--- config.mk ---
export PLATFORM = sky130hd
export DESIGN_NAME = pc_seq
export DESIGN_NICKNAME = d
export VERILOG_FILES = /design/src/rtl/pc_seq.sv
export SDC_FILE = /design/constraint.sdc
export NUM_CORES = 1
export LEC_CHECK = 0
export ABC_CLOCK_PERIOD_IN_PS = 3000
export BUFFER_PORTS_ARGS = -buffer_cell sky130_fd_sc_hd__buf_2
export CAP_MARGIN = 20
export CORE_ASPECT_RATIO = 0.9
export CORE_UTILIZATION = 40
export CTS_CLUSTER_DIAMETER = 60
export DETAILED_ROUTE_END_ITERATION = 8
export PLACE_DENSITY = 0.7
export SLEW_MARGIN = 40
export SYNTH_ARGS = -nofsm -noshare
export SYNTH_HDL_FRONTEND = slang
export SYNTH_SLANG_ARGS = --single-unit
export TNS_END_PERCENT = 10
--- constraint.sdc ---
create_clock -name clk -period 3 [get_ports clk]
set_clock_uncertainty 0.05 [all_clocks]
set_input_delay 0.3 -clock clk [delete_from_list [all_inputs] [get_ports clk]]
set_output_delay 0.3 -clock clk [all_outputs]
set_load 0.01 [all_outputs]
--- src/rtl/pc_seq.sv ---
`default_nettype none
// ============================================================================
//  Module      : pc_seq
//  Description : Program-counter sequencer. Supports increment, absolute jump,
//                PC-relative branch, and call/return through a circular
//                return-address stack.
//                Define PC_SEQ_RAS_EN to build the return-address stack. When
//                it is undefined, CALL acts as JMP, RET acts as INC, and the
//                stack status and fault outputs are tied off.
//  Revision    : 1.0 - initial release
// ============================================================================
module pc_seq #(
    parameter int                     ADDR_WIDTH   = 16,
    parameter logic [ADDR_WIDTH-1:0]  RESET_VECTOR = '0,
    parameter int                     RAS_DEPTH    = 4
) (
    input  logic                  clk,
    input  logic                  reset,
    input  logic                  en,
    input  logic [2:0]            op,
    input  logic [ADDR_WIDTH-1:0] addr_in,
    input  logic [ADDR_WIDTH-1:0] offset,
    input  logic                  fault_clr,
    output logic [ADDR_WIDTH-1:0] addr_out,
    output logic                  ras_empty,
    output logic                  ras_full,
    output logic                  fault
);

    localparam logic [2:0] OP_INC    = 3'b000;
    localparam logic [2:0] OP_JMP    = 3'b001;
    localparam logic [2:0] OP_BRANCH = 3'b010;
    localparam logic [2:0] OP_CALL   = 3'b011;
    localparam logic [2:0] OP_RET    = 3'b100;

    logic [ADDR_WIDTH-1:0] pc_q;
    logic [ADDR_WIDTH-1:0] pc_d;
    logic [ADDR_WIDTH-1:0] pc_inc;

    assign pc_inc = pc_q + ADDR_WIDTH'(1);

`ifdef PC_SEQ_RAS_EN
    localparam int                PTR_W    = (RAS_DEPTH > 1) ? $clog2(RAS_DEPTH) : 1;
    localparam int                CNT_W    = $clog2(RAS_DEPTH + 1);
    localparam logic [CNT_W-1:0]  FULL_CNT = CNT_W'(RAS_DEPTH);

    // The top pointer indexes the most recent entry. When the stack is full,
    // the slot after the top holds the oldest entry, so a push there
    // overwrites the oldest entry without any additional bookkeeping.
    logic [ADDR_WIDTH-1:0] ras_mem_q [RAS_DEPTH];
    logic [PTR_W-1:0]      top_q;
    logic [PTR_W-1:0]      top_d;
    logic [CNT_W-1:0]      cnt_q;
    logic [CNT_W-1:0]      cnt_d;
    logic                  fault_q;
    logic                  fault_d;
    logic                  fault_set;
    logic                  push_en;
    logic [PTR_W-1:0]      push_idx;
    logic                  cnt_zero;
    logic                  cnt_full;

    assign cnt_zero = (cnt_q == '0);
    assign cnt_full = (cnt_q == FULL_CNT);
    assign push_idx = top_q + PTR_W'(1);
`endif

    // Next-PC and stack-pointer selection for the sampled operation.
    always_comb begin
        pc_d      = pc_q;
`ifdef PC_SEQ_RAS_EN
        top_d     = top_q;
        cnt_d     = cnt_q;
        push_en   = 1'b0;
        fault_set = 1'b0;
`endif
        if (en) begin
            case (op)
                OP_INC:    pc_d = pc_inc;
                OP_JMP:    pc_d = addr_in;
                OP_BRANCH: pc_d = pc_q + offset;
                OP_CALL: begin
                    pc_d = addr_in;
`ifdef PC_SEQ_RAS_EN
                    push_en = 1'b1;
                    top_d   = push_idx;
                    if (cnt_full) begin
                        fault_set = 1'b1;
                    end else begin
                        cnt_d = cnt_q + CNT_W'(1);
                    end
`endif
                end
                OP_RET: begin
`ifdef PC_SEQ_RAS_EN
                    if (cnt_zero) begin
                        pc_d      = pc_inc;
                        fault_set = 1'b1;
                    end else begin
                        pc_d  = ras_mem_q[top_q];
                        top_d = top_q - PTR_W'(1);
                        cnt_d = cnt_q - CNT_W'(1);
                    end
`else
                    pc_d = pc_inc;
`endif
                end
                default:   pc_d = pc_inc;
            endcase
        end
    end

`ifdef PC_SEQ_RAS_EN
    // Sticky fault: a new overflow or underflow takes priority over a clear.
    always_comb begin
        fault_d = fault_set | (fault_q & ~fault_clr);
    end

    // PC, stack pointer, count and fault registers.
    always_ff @(posedge clk or negedge reset) begin
        if (!reset) begin
            pc_q    <= RESET_VECTOR;
            top_q   <= '0;
            cnt_q   <= '0;
            fault_q <= 1'b0;
        end else begin
            pc_q    <= pc_d;
            top_q   <= top_d;
            cnt_q   <= cnt_d;
            fault_q <= fault_d;
        end
    end

    // Stack storage. Its contents are not reset because a zero count makes
    // stale entries unreachable.
    always_ff @(posedge clk) begin
        if (push_en) begin
            ras_mem_q[push_idx] <= pc_inc;
        end
    end

    assign ras_empty = cnt_zero;
    assign ras_full  = cnt_full;
    assign fault     = fault_q;
`else
    // PC register.
    always_ff @(posedge clk or negedge reset) begin
        if (!reset) begin
            pc_q <= RESET_VECTOR;
        end else begin
            pc_q <= pc_d;
        end
    end

    // Without a stack, the clear input and the depth parameter have no effect.
    logic unused_cfg;
    assign unused_cfg = &{1'b0, fault_clr, (RAS_DEPTH > 0)};

    assign ras_empty = 1'b1;
    assign ras_full  = 1'b0;
    assign fault     = 1'b0;
`endif

    assign addr_out = pc_q;

endmodule
`default_nettype wire

; ---- Word-level counts from Yosys, hierarchy flattened
; Index checks and enable logic that the tools add are counted.
[totals]
register_bits = 16
out_inout_bits = 19
[op_classes]
addsub = 2
n_eq_ne = 3
muxes = 1
n_reduce_logical = 1
[ops]
columns = cell, count
row1 = case mux 16 bit (2 select lines), 1
row2 = adder 16 x 1 -> 16 bit (second input constant), 1
row3 = adder 16 bit, 1
row4 = == test 3 x 2 -> 1 bit (second input constant), 2
row5 = == test 3 x 1 -> 1 bit (second input constant), 1
row6 = OR reduction 2 bit, 1

; ---- Longest topological paths before layout
; Gate-level depths: netlist (run 1).
[logic_depth]
depth_word = 3
mapped_depth = 11

; ---- Worst setup path after synthesis (run 1)
; Ideal clock, no wire load.
[synth_path]
path_type = input to register
startpoint = input op[0]
endpoint = register pc_q[14], in the netlist addr_out[14]
setup_time_ns = 0.142
arrival_time_ns = 2.613
required_time_ns = 2.808
slack_ns = 0.194
stages = 10
path_buffers = 0
path_cell_list = nor3b_1 > nand2b_1 > ha_1 > fa_1 > a21o_1 > a221oi_2 > o21ai_2 > a221oi_2 > xor2_1 > o221ai_1
[synth_via]
elab_chain_cells = 3
elab_cells_between_ends = 5
[synth_rtl]
columns = item, line_no
row1 = start: declaration, 20  ; input logic [2:0] op,
row2 = == test 3 x 2 -> 1 bit or == test 3 x 1 -> 1 bit (tied branches), 78  ; case (op)
row3 = OR reduction 2 bit (no line), n/a
row4 = case mux 16 bit (2 select lines) (*), 78
row5 = end signal: assignment, 151  ; pc_q <= pc_d;
row6 = end: declaration, 36  ; logic [ADDR_WIDTH-1:0] pc_q;
; Mark *: on every way between the ends. The rest lies on a longest branch, timed or not.
; A chain may end at the register's enable or synchronous reset.

; ---- Worst setup path in the final report (run 1)
; Same ends and word-level chain as after synthesis.

==> results.ini, run 1 <==
[status]
outcome = completed

[placement]
portBuffers = 53
post-place-cells = 294
place_congestion = 0.864
place_area_sq_um = 1890
hpwl_mm = 3.03

[cells_and_area]
multi_input_area_sq_um = 1120
largest_reg_flops = 16
n_antenna_cell = 0
design_area_sq_um = 1940
seq_area_sq_um = 400
instances_no_fill = 298
drive_above_1_share = 0.266
fillers = 378
areaGrowthSynthToFinish_pct = 22.1
nets = 309
final_util = 0.517

[route]
post-route-drc-count = 0
vias_per_cell = 5.26
route.vias.total = 1568
wl_per_cell_um = 13.2
dr.first_iter.drc_count = 59
ant_nets = 0
totalWireLength_mm = 3.94
firstDrtPassIters = 4

[global_routing]
overflow = 0
grt_pass1_vias = 1319
grtUsageTotal = 0.199
antenna_found_initial = 0
grt_max_degree = 36
grt_pass1_wl_mm = 6.23

[timing]
hold_viol = 0
setup_viol = 0
min_period_ns = 2.60
rsz0062_at_grt = no
clock.fmax_ghz = 0.384
fin_tns_setup_ns = 0
maxSlewViolCount = 0
worst_pin_slew_ns = 0.720
post-route-period-util = 0.867
relSlewSlack = 0.519

[min_path]
holdPathStages = 3
hold_start = addr_in[12]
hold_class = input pin to register
holdPathEnd = addr_out[12]$_DFFE_PN0P_

[synth]
ys_types = 37
ys_seq_elements = 16
ys_warn_count = 0
syn_inst = 202
synth_area_sq_um = 1590
ys_seq_area_frac = 0.252
synth_area_per_cell_sq_um = 7.88

[clock_tree]
cts_num_sinks = 16
htree_levels = 1
cts.root.buffer_cell = clkbuf_8
numCtsBuffers = 3
cts_tree = done
insertion_delay_ns = 0.25
path_clk_slew_ns = 0.07
postCtsSetupBuffers = 0
clk_path_buf_depth = 2

[worst_setup_path]
timing.rr.end = addr_out[14]$_DFFE_PN0P_
r2r-start = addr_out[0]$_DFFE_PN0P_
path_class = input pin to register
cp_max_fo = 3
arrival_ns = 2.66
crit_path_start_kind = input pin
crit_required_ns = 3.06
reg2reg_depth = 8
end_kind = register
ff2ff_setup_slack_ns = 0.47

[power]
ir_drop_v = 0.000218
power_density_nw_per_um2 = 541
p_leak_nw = 0.958

[die]
core_sq_um = 3760
start_util = 0.424
die_h_um = 61.8
die_area_sq_um = 4240
core.rowCount = 21
io_pins = 58
dieWidth_um = 68.5

[job]
drv_cap = 0

-- cell type report --
| type | instances | share of cell area |
|---|---|---|
| multi-input combinational | 169 | 0.574 |
| timing repair buffer | 58 | 0.157 |
| tap | 46 | 0.0296 |
| inverter | 6 | 0.0116 |
| sequential | 16 | 0.206 |
| clock buffer | 3 | 0.0212 |
-- cells by family after synthesis --
kind of cell             after synthesis  share of synthesized area
other                                  2                    0.00472
adder cells (fa/ha/maj)               16                      0.131
AO/OA/AOI/OAI                         58                      0.241
XOR/XNOR                              11                     0.0605
flip-flops                            16                      0.252
buffers and inverters                 18                     0.0495
multiplexers                           2                     0.0134
AND/OR/NAND/NOR                       79                      0.248
-- how the worst max path moves through the flow --
stage	startpoint	slack (ns)	cells after the start	endpoint
6_report	op[0]	0.40	11	addr_out[14]$_DFFE_PN0P_
5_1_grt	op[0]	0.20	11	addr_out[14]$_DFFE_PN0P_
4_1_cts	op[0]	0.40	11	addr_out[14]$_DFFE_PN0P_
3_5_place_dp	op[0]	0.13	11	addr_out[14]$_DFFE_PN0P_
3_3_place_gp	op[1]	0.15	11	addr_out[14]$_DFFE_PN0P_
2_1_floorplan	op[0]	0.19	10	addr_out[14]$_DFFE_PN0P_
-- critical path: stages --
cell,delay [ns]
buf_2,0.11
nor3b_1,0.25
nand2b_1,0.09
ha_1,0.21
fa_1,0.41
a21o_1,0.23
a221oi_2,0.34
o21ai_2,0.14
a221oi_2,0.29
xor2_1,0.17
o221ai_1,0.12
-- report_power, final --
| group | internal, mW | switching, mW | total [mW] |
|---|---|---|---|
| sequential | 0.277 | 0.0536 | 0.331 |
| combinational | 0.246 | 0.305 | 0.551 |
| clock | 0.0892 | 0.0789 | 0.168 |
-- cells in the final DEF, fill, tap and decap left out, types with 3 or more instances in the layout --
cell type  instances
buf_2             53
nor2b_1            3
xor2_1             8
o221ai_1           4
ha_1              15
a21o_1             6
buf_4              4
nand2_1           18
a21oi_1           17
dfrtp_1           16
conb_1             3
a31oi_1           11
clkbuf_8           3
o21ai_0            8
nand4_1            4
and2_1            15
inv_1              6
nor3_1             4
xnor2_1            3
a211oi_1           3
nand3_1            7
nor2_1            19
-- per-stage QoR --
| stage | hold slack (ns) | setup slack (ns) | power [mW] |
|---|---|---|---|
| after floorplan | -0.0456 | 0.194 | 0.714 |
| after global placement | 0.203 | 0.153 | 0.873 |
| after detailed placement | 0.208 | 0.135 | 0.883 |
| after CTS | 0.225 | 0.399 | 1.06 |
| after global routing | 0.249 | 0.199 | 1.16 |
| final | 0.228 | 0.398 | 1.05 |
-- metal layers --
metal | wire length, um | up-vias | share of wire | track usage
met2 | 1530 | 48 | 0.39 | 0.276
met3 | 236 | 4 | 0.060 | 0.0456
met5 | 0 | - | 0 | 0
met4 | 43 | 0 | 0.011 | 0.0357
met1 | 2120 | 693 | 0.54 | 0.310
li1 | - | 823 | - | -
-- synth_stat cells (all sizes together) --
master	count	share of area
or3	1	0.0039
o31ai	1	0.0047
conb	2	0.0047
ha	15	0.12
dfrtp	16	0.25
a211oi	3	0.014
and2	15	0.059
nor2b	3	0.012
o21a	2	0.0094
o221ai	4	0.022
o21bai	1	0.0047
nand2b	2	0.0079
o21ai	9	0.031
xor2	8	0.044
mux2i	1	0.0063
inv	6	0.014
nand3	7	0.022
a31oi	11	0.043
a221oi	3	0.024
nand4	4	0.016
a21oi	17	0.053
nor3b	2	0.0094
mux2	1	0.0071
nand2	18	0.042
fa	1	0.013
buf	3	0.014
a21o	6	0.028
and3	1	0.0047
nor2	19	0.045
or4b	1	0.0063
nor4	2	0.0079
nor3	4	0.013
clkbuf	9	0.021
xnor2	3	0.017
o21ba	1	0.0063
-- timing repair --
item | in CTS | in global routing
resized for setup | 0 | 0
hold buffers | 1 | 0
hold endpoints to repair | 16 | 0
Power figures use the tool's default switching activity.
==> run 2: changes to the inputs <==
--- a/config.mk
+++ b/config.mk
@@ -8,7 +8,7 @@
 export ABC_CLOCK_PERIOD_IN_PS = 3000
 export BUFFER_PORTS_ARGS = -buffer_cell sky130_fd_sc_hd__buf_2
 export CAP_MARGIN = 20
-export CORE_ASPECT_RATIO = 0.9
+export CORE_ASPECT_RATIO = 1.4
 export CORE_UTILIZATION = 40
 export CTS_CLUSTER_DIAMETER = 60
 export DETAILED_ROUTE_END_ITERATION = 8
==> run 2 against run 1 <==
Compared with the run above:
- design area increased by 1.8%
- sequential share of layout area decreased by 0.36 points
- worst setup slack got worse by 0.11 ns
- global-route usage decreased by 0.19 points
- count of clock-buffer cells in the layout increased by 1
- highest routed layer unchanged
==> results.ini, run 2 (synthesis results as in run 1) <==
[status]
outcome = completed

[timing]
worst_pin_slew_ns = 0.551
rsz0062_at_grt = no
hold_slack_ns = 0.224
clock.fmax_ghz = 0.368
relSlewSlack = 0.632
fin_tns_setup_ns = 0
maxSlewViolCount = 0
post-route-period-util = 0.905
setup_slack_ns = 0.286
hold_viol = 0
setup_viol = 0
min_period_ns = 2.71

[placement]
portBuffers = 53
place_congestion = 0.896
post-place-cells = 292
dpl_worst_slack_ns = -0.0372
hpwl_mm = 3.14
place_area_sq_um = 1900

[cells_and_area]
instances_no_fill = 297
nets = 311
layout_commonest_cell = buf_2
areaGrowthSynthToFinish_pct = 24.3
fillers = 387
final_util = 0.529
largest_reg_flops = 16
seq_area_sq_um = 400
layout_common_cells = buf_2, nor2_1, nand2_1
drive_above_1_share = 0.275
multi_input_area_sq_um = 1130
n_antenna_cell = 0
design_area_sq_um = 1980

[worst_setup_path]
end_kind = register
cp_max_fo = 4
crit_path_start_kind = input pin
ff2ff_setup_slack_ns = 0.45
r2r-start = addr_out[0]$_DFFE_PN0P_
crit_required_ns = 3.07
timing.rr.end = addr_out[14]$_DFFE_PN0P_
arrival_ns = 2.79
path_class = input pin to register
reg2reg_depth = 8

[clock_tree]
insertion_delay_ns = 0.26
numCtsBuffers = 3
cts_num_sinks = 16
clk_path_buf_depth = 2
cts.root.buffer_cell = clkbuf_8
cts_tree = done
path_clk_slew_ns = 0.07
htree_levels = 1

[die]
die_area_sq_um = 4240
die_h_um = 76.6
core_sq_um = 3740
core.rowCount = 26
start_util = 0.425
dieWidth_um = 55.3
io_pins = 58

[route]
firstDrtPassIters = 4
route.vias.total = 1609
wl_per_cell_um = 13.8
totalWireLength_mm = 4.10
dr.first_iter.drc_count = 28
ant_nets = 0
vias_per_cell = 5.42
post-route-drc-count = 0

[power]
p_comb_frac = 0.514
ir_drop_v = 0.000337
power_density_nw_per_um2 = 557
clockPowerShare = 0.186
sequentialPowerShare = 0.300
p_sw_mw = 0.456
p_leak_nw = 0.977
p_int_mw = 0.646
total_power_mw = 1.10
switching_share = 0.414

[global_routing]
grtUsageTotal = 0.197
antenna_found_initial = 0
grt_pass1_vias = 1556
grt_max_degree = 21
overflow = 0
grt_pass1_wl_mm = 6.78

[min_path]
hold_class = input pin to register
hold_start = addr_in[13]
holdPathStages = 3
holdPathEnd = addr_out[13]$_DFFE_PN0P_

[job]
drv_cap = 0

==> run 2: final cells by class <==
| cell class | count | share of cell area |
|---|---|---|
| sequential | 16 | 0.202 |
| tap | 42 | 0.0266 |
| multi-input combinational | 169 | 0.570 |
| timing repair buffer | 60 | 0.162 |
| inverter | 6 | 0.0114 |
| clock buffer | 4 | 0.0278 |
==> run 2: worst max path at each step <==
stage | endpoint | start | cells past startpoint
after floorplan | addr_out[14]$_DFFE_PN0P_ | op[0] | 10
after global placement | addr_out[14]$_DFFE_PN0P_ | op[0] | 11
after detailed placement | addr_out[14]$_DFFE_PN0P_ | op[0] | 11
final | addr_out[14]$_DFFE_PN0P_ | op[0] | 11
after CTS | addr_out[14]$_DFFE_PN0P_ | op[0] | 11
after global routing | addr_out[14]$_DFFE_PN0P_ | op[0] | 11
==> run 2: what timing repair did <==
item / CTS / global route
setup endpoints to repair: 0 / 1
buffers inserted: 0 / 0
hold buffers: 1 / 0
resized for setup: 0 / 1
endpoints found under the hold margin: 16 / 0
==> run 2: power by group through the flow <==
stage	logic, mW	clock network, mW	registers (mW)
floorplan	0.356	0	0.358
global placement	0.547	0	0.335
detailed placement	0.554	0	0.334
CTS	0.558	0.207	0.331
global route	0.633	0.214	0.341
finish	0.567	0.205	0.330
==> run 2: layer usage <==
metal,up-vias,track usage,wire length [um]
li1,827,-,-
met1,733,0.245,1850
met2,45,0.345,2040
met3,4,0.0238,171
met4,0,0.0700,40
met5,-,0,0
==> run 2: critical path, stage by stage <==
cell	delay (ns)
buf_2	0.11
nor3b_1	0.33
nand2b_1	0.10
ha_1	0.22
fa_1	0.41
a21o_1	0.24
a221oi_4	0.32
o21ai_2	0.14
a221oi_2	0.29
xor2_1	0.19
o221ai_1	0.12
